===== src/rtl/isa_pkg.sv =====
`default_nettype none
// ============================================================================
// Module   : isa_pkg
// Purpose  : Opcode constants, instruction field positions and sequencer states
// Revision : 1.0 - initial release
// ============================================================================
package isa_pkg;

  localparam logic [3:0] NOP_OP  = 4'b0000;
  localparam logic [3:0] ALU_OP  = 4'b0001;
  localparam logic [3:0] LD_OP   = 4'b0010;
  localparam logic [3:0] ST_OP   = 4'b0011;
  localparam logic [3:0] BR_OP   = 4'b0100;
  localparam logic [3:0] JMP_OP  = 4'b0101;
  localparam logic [3:0] HALT_OP = 4'b1110;

  localparam int OPC_HI  = 8;
  localparam int OPC_LO  = 5;
  localparam int FMT_HI  = 4;
  localparam int FMT_LO  = 3;
  localparam int IMM_BIT = 2;
  localparam int OPR_HI  = 1;
  localparam int OPR_LO  = 0;

  typedef enum logic [1:0] {
    IDLE  = 2'd0,
    FETCH = 2'd1,
    ISSUE = 2'd2,
    HALT  = 2'd3
  } fetch_state_t;

endpackage
`default_nettype wire


===== src/rtl/fetch_issue_if.sv =====
`default_nettype none
// ============================================================================
// Module   : fetch_issue_if
// Purpose  : Instruction-memory, issue and redirect signals of the sequencer
// Revision : 1.0 - initial release
// ============================================================================
interface fetch_issue_if #(
  parameter int PC_W    = 10,
  parameter int INSTR_W = 9
);
  logic               imem_req;
  logic [PC_W-1:0]    imem_addr;
  logic               imem_ack;
  logic [INSTR_W-1:0] imem_rdata;
  logic               issue_valid;
  logic               issue_ready;
  logic [3:0]         opcode;
  logic [1:0]         format;
  logic               imm_flag;
  logic [1:0]         operand;
  logic [PC_W-1:0]    issue_pc;
  logic               redirect_valid;
  logic [PC_W-1:0]    redirect_pc;

  modport master (
    output imem_req, imem_addr, issue_valid, opcode, format, imm_flag,
           operand, issue_pc,
    input  imem_ack, imem_rdata, issue_ready, redirect_valid, redirect_pc
  );

  modport slave (
    input  imem_req, imem_addr, issue_valid, opcode, format, imm_flag,
           operand, issue_pc,
    output imem_ack, imem_rdata, issue_ready, redirect_valid, redirect_pc
  );
endinterface
`default_nettype wire


===== src/rtl/fetch_issue.sv =====
`default_nettype none
// ============================================================================
// Module   : fetch_issue
// Purpose  : PC owner; fetches instructions over req/ack, issues over valid/ready
// Revision : 1.0 - initial release
// ============================================================================
module fetch_issue
  import isa_pkg::*;
#(
  parameter int              PC_W     = 10,
  parameter int              INSTR_W  = 9,
  parameter logic [PC_W-1:0] RESET_PC = '0
) (
  input  logic               clk,
  input  logic               reset,
  input  logic               start,
  fetch_issue_if.master      bus,
  output logic               halted,
  output logic [15:0]        issue_count
);

  fetch_state_t    state_q;
  logic [PC_W-1:0] pc_q;
  logic [PC_W-1:0] issue_pc_q;
  logic [PC_W-1:0] tgt_q;
  logic            kill_q;
  logic            req_q;
  logic            valid_q;
  logic            halted_q;
  logic [3:0]      opcode_q;
  logic [1:0]      format_q;
  logic            imm_q;
  logic [1:0]      operand_q;
  logic [15:0]     cnt_q;

  logic [PC_W-1:0] pc_inc_d;
  logic            hs_d;

  assign pc_inc_d = pc_q + PC_W'(1);
  assign hs_d     = valid_q && bus.issue_ready;

  always_ff @(posedge clk) begin
    if (reset) begin
      state_q    <= IDLE;
      pc_q       <= RESET_PC;
      issue_pc_q <= RESET_PC;
      tgt_q      <= RESET_PC;
      kill_q     <= 1'b0;
      req_q      <= 1'b0;
      valid_q    <= 1'b0;
      halted_q   <= 1'b0;
      opcode_q   <= '0;
      format_q   <= '0;
      imm_q      <= 1'b0;
      operand_q  <= '0;
      cnt_q      <= '0;
    end else begin
      case (state_q)
        IDLE: begin
          if (start) begin
            state_q <= FETCH;
            req_q   <= 1'b1;
          end
        end

        FETCH: begin
          if (bus.imem_ack) begin
            if (kill_q || bus.redirect_valid) begin
              // Stale data: drop it and refetch at the newest target.
              kill_q <= 1'b0;
              pc_q   <= bus.redirect_valid ? bus.redirect_pc : tgt_q;
            end else begin
              state_q    <= ISSUE;
              req_q      <= 1'b0;
              valid_q    <= 1'b1;
              issue_pc_q <= pc_q;
              opcode_q   <= bus.imem_rdata[OPC_HI:OPC_LO];
              format_q   <= bus.imem_rdata[FMT_HI:FMT_LO];
              imm_q      <= bus.imem_rdata[IMM_BIT];
              operand_q  <= bus.imem_rdata[OPR_HI:OPR_LO];
            end
          end else if (bus.redirect_valid) begin
            kill_q <= 1'b1;
            tgt_q  <= bus.redirect_pc;
          end
        end

        ISSUE: begin
          if (hs_d) begin
            if (cnt_q != 16'hFFFF) cnt_q <= cnt_q + 16'd1;
            valid_q <= 1'b0;
            if (opcode_q == HALT_OP) begin
              state_q  <= HALT;
              halted_q <= 1'b1;
            end else begin
              state_q <= FETCH;
              req_q   <= 1'b1;
              pc_q    <= bus.redirect_valid ? bus.redirect_pc : pc_inc_d;
            end
          end else if (bus.redirect_valid) begin
            state_q <= FETCH;
            req_q   <= 1'b1;
            valid_q <= 1'b0;
            pc_q    <= bus.redirect_pc;
          end
        end

        default: begin
          req_q   <= 1'b0;
          valid_q <= 1'b0;
        end
      endcase
    end
  end

  assign bus.imem_req    = req_q;
  assign bus.imem_addr   = pc_q;
  assign bus.issue_valid = valid_q;
  assign bus.opcode      = opcode_q;
  assign bus.format      = format_q;
  assign bus.imm_flag    = imm_q;
  assign bus.operand     = operand_q;
  assign bus.issue_pc    = issue_pc_q;
  assign halted          = halted_q;
  assign issue_count     = cnt_q;

endmodule
`default_nettype wire


===== src/flat_wrapper.sv =====
// flat-port wrapper written by rule: the top's interface ports become plain ports
module fetch_issue_flat import isa_pkg::*;
#(
  parameter int              PC_W     = 10,
  parameter int              INSTR_W  = 9,
  parameter logic [PC_W-1:0] RESET_PC = '0
)
  (clk, reset, start, halted, issue_count, bus_imem_req, bus_imem_addr, bus_issue_valid, bus_opcode, bus_format, bus_imm_flag, bus_operand, bus_issue_pc, bus_imem_ack, bus_imem_rdata, bus_issue_ready, bus_redirect_valid, bus_redirect_pc);
  fetch_issue_if #(.PC_W(PC_W), .INSTR_W(INSTR_W)) bus_i ();
  input  logic clk;
  input  logic reset;
  input  logic start;
  output logic halted;
  output logic [15:0] issue_count;
  output wire logic [$bits(bus_i.imem_req)-1:0] bus_imem_req;
  output wire logic [$bits(bus_i.imem_addr)-1:0] bus_imem_addr;
  output wire logic [$bits(bus_i.issue_valid)-1:0] bus_issue_valid;
  output wire logic [$bits(bus_i.opcode)-1:0] bus_opcode;
  output wire logic [$bits(bus_i.format)-1:0] bus_format;
  output wire logic [$bits(bus_i.imm_flag)-1:0] bus_imm_flag;
  output wire logic [$bits(bus_i.operand)-1:0] bus_operand;
  output wire logic [$bits(bus_i.issue_pc)-1:0] bus_issue_pc;
  input wire logic [$bits(bus_i.imem_ack)-1:0] bus_imem_ack;
  input wire logic [$bits(bus_i.imem_rdata)-1:0] bus_imem_rdata;
  input wire logic [$bits(bus_i.issue_ready)-1:0] bus_issue_ready;
  input wire logic [$bits(bus_i.redirect_valid)-1:0] bus_redirect_valid;
  input wire logic [$bits(bus_i.redirect_pc)-1:0] bus_redirect_pc;
  assign bus_imem_req = bus_i.imem_req;
  assign bus_imem_addr = bus_i.imem_addr;
  assign bus_issue_valid = bus_i.issue_valid;
  assign bus_opcode = bus_i.opcode;
  assign bus_format = bus_i.format;
  assign bus_imm_flag = bus_i.imm_flag;
  assign bus_operand = bus_i.operand;
  assign bus_issue_pc = bus_i.issue_pc;
  assign bus_i.imem_ack = bus_imem_ack;
  assign bus_i.imem_rdata = bus_imem_rdata;
  assign bus_i.issue_ready = bus_issue_ready;
  assign bus_i.redirect_valid = bus_redirect_valid;
  assign bus_i.redirect_pc = bus_redirect_pc;
  fetch_issue #(.PC_W(PC_W), .INSTR_W(INSTR_W), .RESET_PC(RESET_PC)) u_core (.clk(clk), .reset(reset), .start(start), .bus(bus_i), .halted(halted), .issue_count(issue_count));
endmodule

===== config.mk =====
export PLATFORM = sky130hd
export DESIGN_NAME = fetch_issue_flat
export DESIGN_NICKNAME = d
export VERILOG_FILES = /design/src/rtl/isa_pkg.sv /design/src/rtl/fetch_issue_if.sv /design/src/rtl/fetch_issue.sv /design/src/flat_wrapper.sv
export SDC_FILE = /design/constraint.sdc
export NUM_CORES = 1
export LEC_CHECK = 0
export ABC_CLOCK_PERIOD_IN_PS = 4500
export BUFFER_PORTS_ARGS = -buffer_cell sky130_fd_sc_hd__buf_4
export CELL_PAD_IN_SITES_DETAIL_PLACEMENT = 0
export CELL_PAD_IN_SITES_GLOBAL_PLACEMENT = 1
export CORE_ASPECT_RATIO = 1.4
export CORE_MARGIN = 2
export CORE_UTILIZATION = 32
export CTS_BUF_LIST = sky130_fd_sc_hd__clkbuf_16
export DETAILED_ROUTE_END_ITERATION = 7
export HOLD_SLACK_MARGIN = 0.05
export PLACE_DENSITY_LB_ADDON = 0.1
export SYNTH_ARGS = -nofsm -noshare
export SYNTH_HDL_FRONTEND = slang
export SYNTH_SLANG_ARGS = --single-unit

===== constraint.sdc =====
create_clock -name clk -period 4.5 [get_ports clk]
set_clock_uncertainty 0.15 [all_clocks]
set_input_delay 0.45 -clock clk [delete_from_list [all_inputs] [get_ports clk]]
set_output_delay 0.45 -clock clk [all_outputs]
set_load 0.01 [all_outputs]

# After elaboration in Yosys (flattened, before gate mapping)
# Index checks and enable logic that the tools add are counted.
# totals
ff_bits	61
input_bits	25
output_inout_bits	48
# op_classes
eq_ne	11
n_reduce_logical	15
n_mux	29
add_sub_neg	2
n_bitwise	3
# ops
op	count
two-way mux 10 bit	7
one-hot mux 10 bit (2 select lines)	1
adder 16 x 1 -> 16 bit, second input constant	1
inequality test 16 bit, second input constant	1
AND reduction 5 bit	3
two-way mux 1 bit	12
two-way mux 2 bit	6
AND reduction 3 bit	4
adder 10 x 1 -> 10 bit, second input constant	1
inequality test 2 bit, second input constant	3
one-hot mux 1 bit (3 select lines)	2
one-hot mux 2 bit (3 select lines)	1
equality test 4 bit, second input constant	1
inequality test 2 x 1 -> 1 bit, second input constant	2
AND reduction 4 bit	1
nonzero test 2 bit	2
inequality test 3 x 2 -> 1 bit, second input constant	1
inequality test 3 bit, second input constant	1
inverter 1 bit	3
nonzero test 3 bit	1
equality test 2 x 1 -> 1 bit, second input constant	1
equality test 2 bit, second input constant	1
zero test 2 bit	1
AND reduction 2 bit	1
2 further kinds	2

# Depth between registers and ports, before layout
# logic_depth
ltp_word	5
ltp_mapped	10
mapped_depth_nobuf	7

# Least setup slack after synthesis
# Ideal clock, no wire load.
# synth_timing
kind	register to register
startpoint	reg u_core.state_q[1]
endpoint	reg u_core.pc_q[9] (netlist: u_core.bus.imem_addr[9])
period_less_slack_ns	2.046
setup_slack_ns	2.454
stages_incl_launch_ff	10
arrival_time_ns	1.814
path_cell_list	dfxtp_1 > inv_1 > ha_1 > buf_2 > nor2b_1 > buf_6 > a31oi_2 > nand2_1 > or4_1 > o221ai_1
# synth_via
elab_chain_len	3
word_cells_on_any_way	9
cone_classes	eq/ne: 6; mux: 1; reduce/logical: 2
# synth_rtl
element	line_no	source
start: declaration	fetch_issue.sv:22	fetch_state_t state_q;
start signal: assignment	fetch_issue.sv:44	state_q <= IDLE;
start signal: assignment	fetch_issue.sv:61	state_q <= FETCH;
start signal: assignment	fetch_issue.sv:73	state_q <= ISSUE;
equality test 2 bit / equality test 2 x 1 -> 1 bit (equally long branches)	fetch_issue.sv:58	case (state_q)
inequality test 3 bit (no source line), or another cell as far along	-	
AND reduction 5 bit (no source line)	-	
end signal: assignment	fetch_issue.sv:71	pc_q <= bus.redirect_valid ? bus.redirect_pc : tgt_q;
end signal: assignment	fetch_issue.sv:98	pc_q <= bus.redirect_valid ? bus.redirect_pc : pc_inc_d;
end signal: assignment	fetch_issue.sv:104	pc_q <= bus.redirect_pc;
end: declaration	fetch_issue.sv:23	logic [PC_W-1:0] pc_q;
# Parallel ways exist; a longest one is shown, timed or not.
# A chain may end at the register's enable or synchronous reset.

# Final worst setup path
# layout_timing
startpoint	reg u_core.state_q[0]
endpoint	reg u_core.pc_q[2] (netlist: u_core.bus.imem_addr[2])
# The elaborated chain is that of the path after synthesis.

==> metrics.md <==
| Metric | Value |
|---|---|
| Final antenna diode count | `0` |
| Max Used Layer | `met4` |
| WL final | `7879 microns` |
| TNS Setup | `0 ps` |
| Crit path max-delay cell type | `ha_1` |
| Post-Place Cells | `516` |
| Post-synth top area share | `41.76%` |
| Max Clk Rate | `352.5 MHz` |
| Largest stage delay, worst path | `670 ps` |
| Vias in the first global route | `2636` |
| Area grow syn2layout | `28.03%` |
| Total grt overflow | `0` |
| Hold path depth | `2` |
| Post-CTS Hold Fix Bufs | `0` |
| Met1 Wirelength | `3301 microns` |
| Total track usage | `16.29%` |
| Routed WL per cell | `14.87 microns` |
| Post-route cell area | `0.003744 sq mm` |
| DRT Pass-1 Iters | `4` |
| Core Region | `0.008926 sq mm` |
| Final Hold Slack | `203.0 ps` |
| Worst-Margin Slew | `789.1 ps` |
| Final min period | `2837 ps` |
| # resized after CTS | `0` |
| Setup WS post-layout | `1663 ps` |
| Synth unique cells | `54` |
| Setup crit start kind | `register` |
| Cts bufs inserted | `9` |
| Period Utilization, post-route | `63.05%` |
| Relative max-transition margin | `47.40%` |
| Crit path max fanout | `23` |
| FP Rows | `41` |
| DRT iter0 DRCs | `129` |
| Largest net degree at the start of global routing | `65` |
| Finished Core Util | `41.94%` |
| Hold Path Sink | `u_core.kill_q` |
| Synth Instances | `358` |
| Place WS | `1675 ps` |
| CP delay by family, top | `simple AND/OR/NAND/NOR gates` |
| Die height | `117.1 microns` |
| Largest cells by area after synthesis | `dfxtp_1, nor2_1, nand2_1` |
| Power Dens Cells | `400.1 mW/mm^2` |
| DP Area | `0.003497 sq mm` |
| IO buf count | `72` |
| Hold_sp | `bus_imem_ack` |
| Worst min-delay path category | `in -> reg` |
| Fin. max-slew vios | `0` |
| Avg Cell Area, Syn | `8.168 sq um` |
| Metal3 WL | `448 microns` |
| # IOs | `73` |
| Routed Antenna Nets | `0` |
| Clock transition at path regs | `50 ps` |
| #FFs+latches synth | `61` |
| Hold Vio Cnt, Final | `0` |
| Cells on worst reg2reg path | `7` |
| Vias per Instance | `5.160` |
| Share of cells above drive strength 1 | `21.51%` |
| Post-Syn Nets | `390` |
| Status | `complete, no violations` |
| R2R Setup Slk | `1660 ps` |
| EDFF count, synth | `0` |
| Global-route wire length before repair | `12740 microns` |
| Synthesis Warnings | `0` |
| Max-cap violations | `0` |
| Initial Util | `32.76%` |
| Critical path arrival | `2860 ps` |
| Root Buffer | `clkbuf_16` |
| CTS Buffer Depth | `2` |
| CP endpoint kind | `register` |
| Die area | `0.009929 sq mm` |
| RSZ-0062 raised after global routing | `false` |
| Worst VDD drop | `0.0002217 V` |
| Final nets | `452` |
| Main synth FF type | `dfxtp_1` |
| DIE WIDTH | `84.79 microns` |
| Biggest area consumer among synthesized cells | `dfxtp_1` |
| Post-synthesis sequential area ratio | `41.76%` |
| DP Wirelength | `5584 microns` |
| CTS tree | `yes` |
| Mapped cell area | `0.002924 sq mm` |
| H-Tree Depth | `3` |
| Final-report setup violation count | `0` |
| Antenna violations before repair | `0` |
| Worst path bufs/invs | `1` |
| Met2 WL | `3965 microns` |
| Overall Power | `1.498 mW` |
| DRC | `0` |
| P_leak | `1.509 nW` |
| Critical path required time | `4530 ps` |
| Clock Latency Late Sink | `320 ps` |
| Postcts setup bufs | `0` |
| Reg-to-Reg Start | `u_core.state_q[0]` |
| Critical setup path kind | `reg -> reg` |
| Critical path, cell by cell | `inv_1 -> ha_1 -> nand3_1 -> o211a_1 -> and2_1 -> a21oi_1 -> a211oi_1` |
| Worst path depth | `7` |
| Total number of vias | `2735` |
| RR Endpoint | `u_core.bus.imem_addr[2]` |
| Sink Count | `61` |
| RePlAce Congestion | `0.8130` |
| Final cell count without fillers | `530` |
| Asr flop ratio synth | `0%` |
[worst max path at each step]
stage | startpoint | endpoint | slack, ps
CTS | u_core.state_q[0] | u_core.bus.imem_addr[9] | 1670
floorplan | u_core.state_q[1] | u_core.bus.imem_addr[9] | 2450
finish | u_core.state_q[0] | u_core.bus.imem_addr[2] | 1660
global route | u_core.state_q[0] | u_core.bus.imem_addr[2] | 1390
detailed placement | u_core.state_q[0] | u_core.bus.imem_addr[9] | 1670
global placement | u_core.state_q[0] | u_core.bus.imem_addr[9] | 1780
[synth_stat cells (2+ instances only)]
library cell	count
a211oi_1	10
a21oi_1	30
a311oi_1	2
a31oi_1	6
and2_1	3
and3_1	3
buf_2	6
buf_4	2
clkbuf_1	11
dfxtp_1	61
ha_1	7
inv_1	8
mux2i_1	12
nand2_1	46
nand2b_1	2
nand3_1	9
nand3b_1	2
nand4_1	8
nor2_1	53
nor3_1	7
nor4_1	3
o21ai_0	16
o221ai_1	4
or3_1	7
xnor2_1	4
xor2_1	8
[cell families (layout without fill, tap and decap cells)]
family	Yosys count	after routing	share of synthesized area [%]
muxes	13	13	4.493
AOI/OAI and AO/OA	81	81	17.54
and+or+nand+nor	155	155	25.12
adders and majority gates	7	7	2.995
buffers and inverters	29	94	4.493
DFF	61	61	41.76
xor gates and xnor gates	12	12	3.594
[registers in the layout (all words and copies together), names as in the netlist, 2 cells and up]
signal                flops
u_core.bus.issue_pc      10
u_core.bus.opcode         4
u_core.issue_count       16
u_core.bus.imem_addr     10
u_core.bus.operand        2
u_core.bus.format         2
u_core.state_q            2
u_core.tgt_q             10
[per-layer routing]
metal / up-vias / global-route usage, %
li1: 1390 / -
met3: 11 / 4.418
met1: 1267 / 18.35
met2: 67 / 28.87
met4: 0 / 7.196
met5: - / 0
[power breakdown]
part           internal (mW)  total [mW]  switching (mW)
logic                  0.122       0.280           0.157
clock network          0.357       0.579           0.222
registers              0.584       0.640          0.0561
total                   1.06        1.50           0.435
[layout make-up]
type	count	area (sq um)
fillers	944	5182
clock buffers	9	225.2
well taps	107	133.9
inverters	8	30.03
repair buffers	72	540.5
flip-flops and latches	61	1221
multi-input cells	268	1572
clock inverters	5	21.27
[layout by cell type, fill, tap and decap left out, types with 10 or more instances in the layout]
cell type,instances
a211oi_1,10
nand2_1,46
o21ai_0,16
a21oi_1,30
mux2i_1,12
dfxtp_1,61
buf_4,72
nor2_1,53
[worst reg2reg max path, delay by kind of cell (launching register included)]
kind	cells	cell delay, ps
adders and majority gates	1	670
buffers and inverters	1	90
DFF	1	340
AOI/OAI and AO/OA	3	640
and+or+nand+nor	2	790
Note: power is estimated with default switching activity, not from simulation.
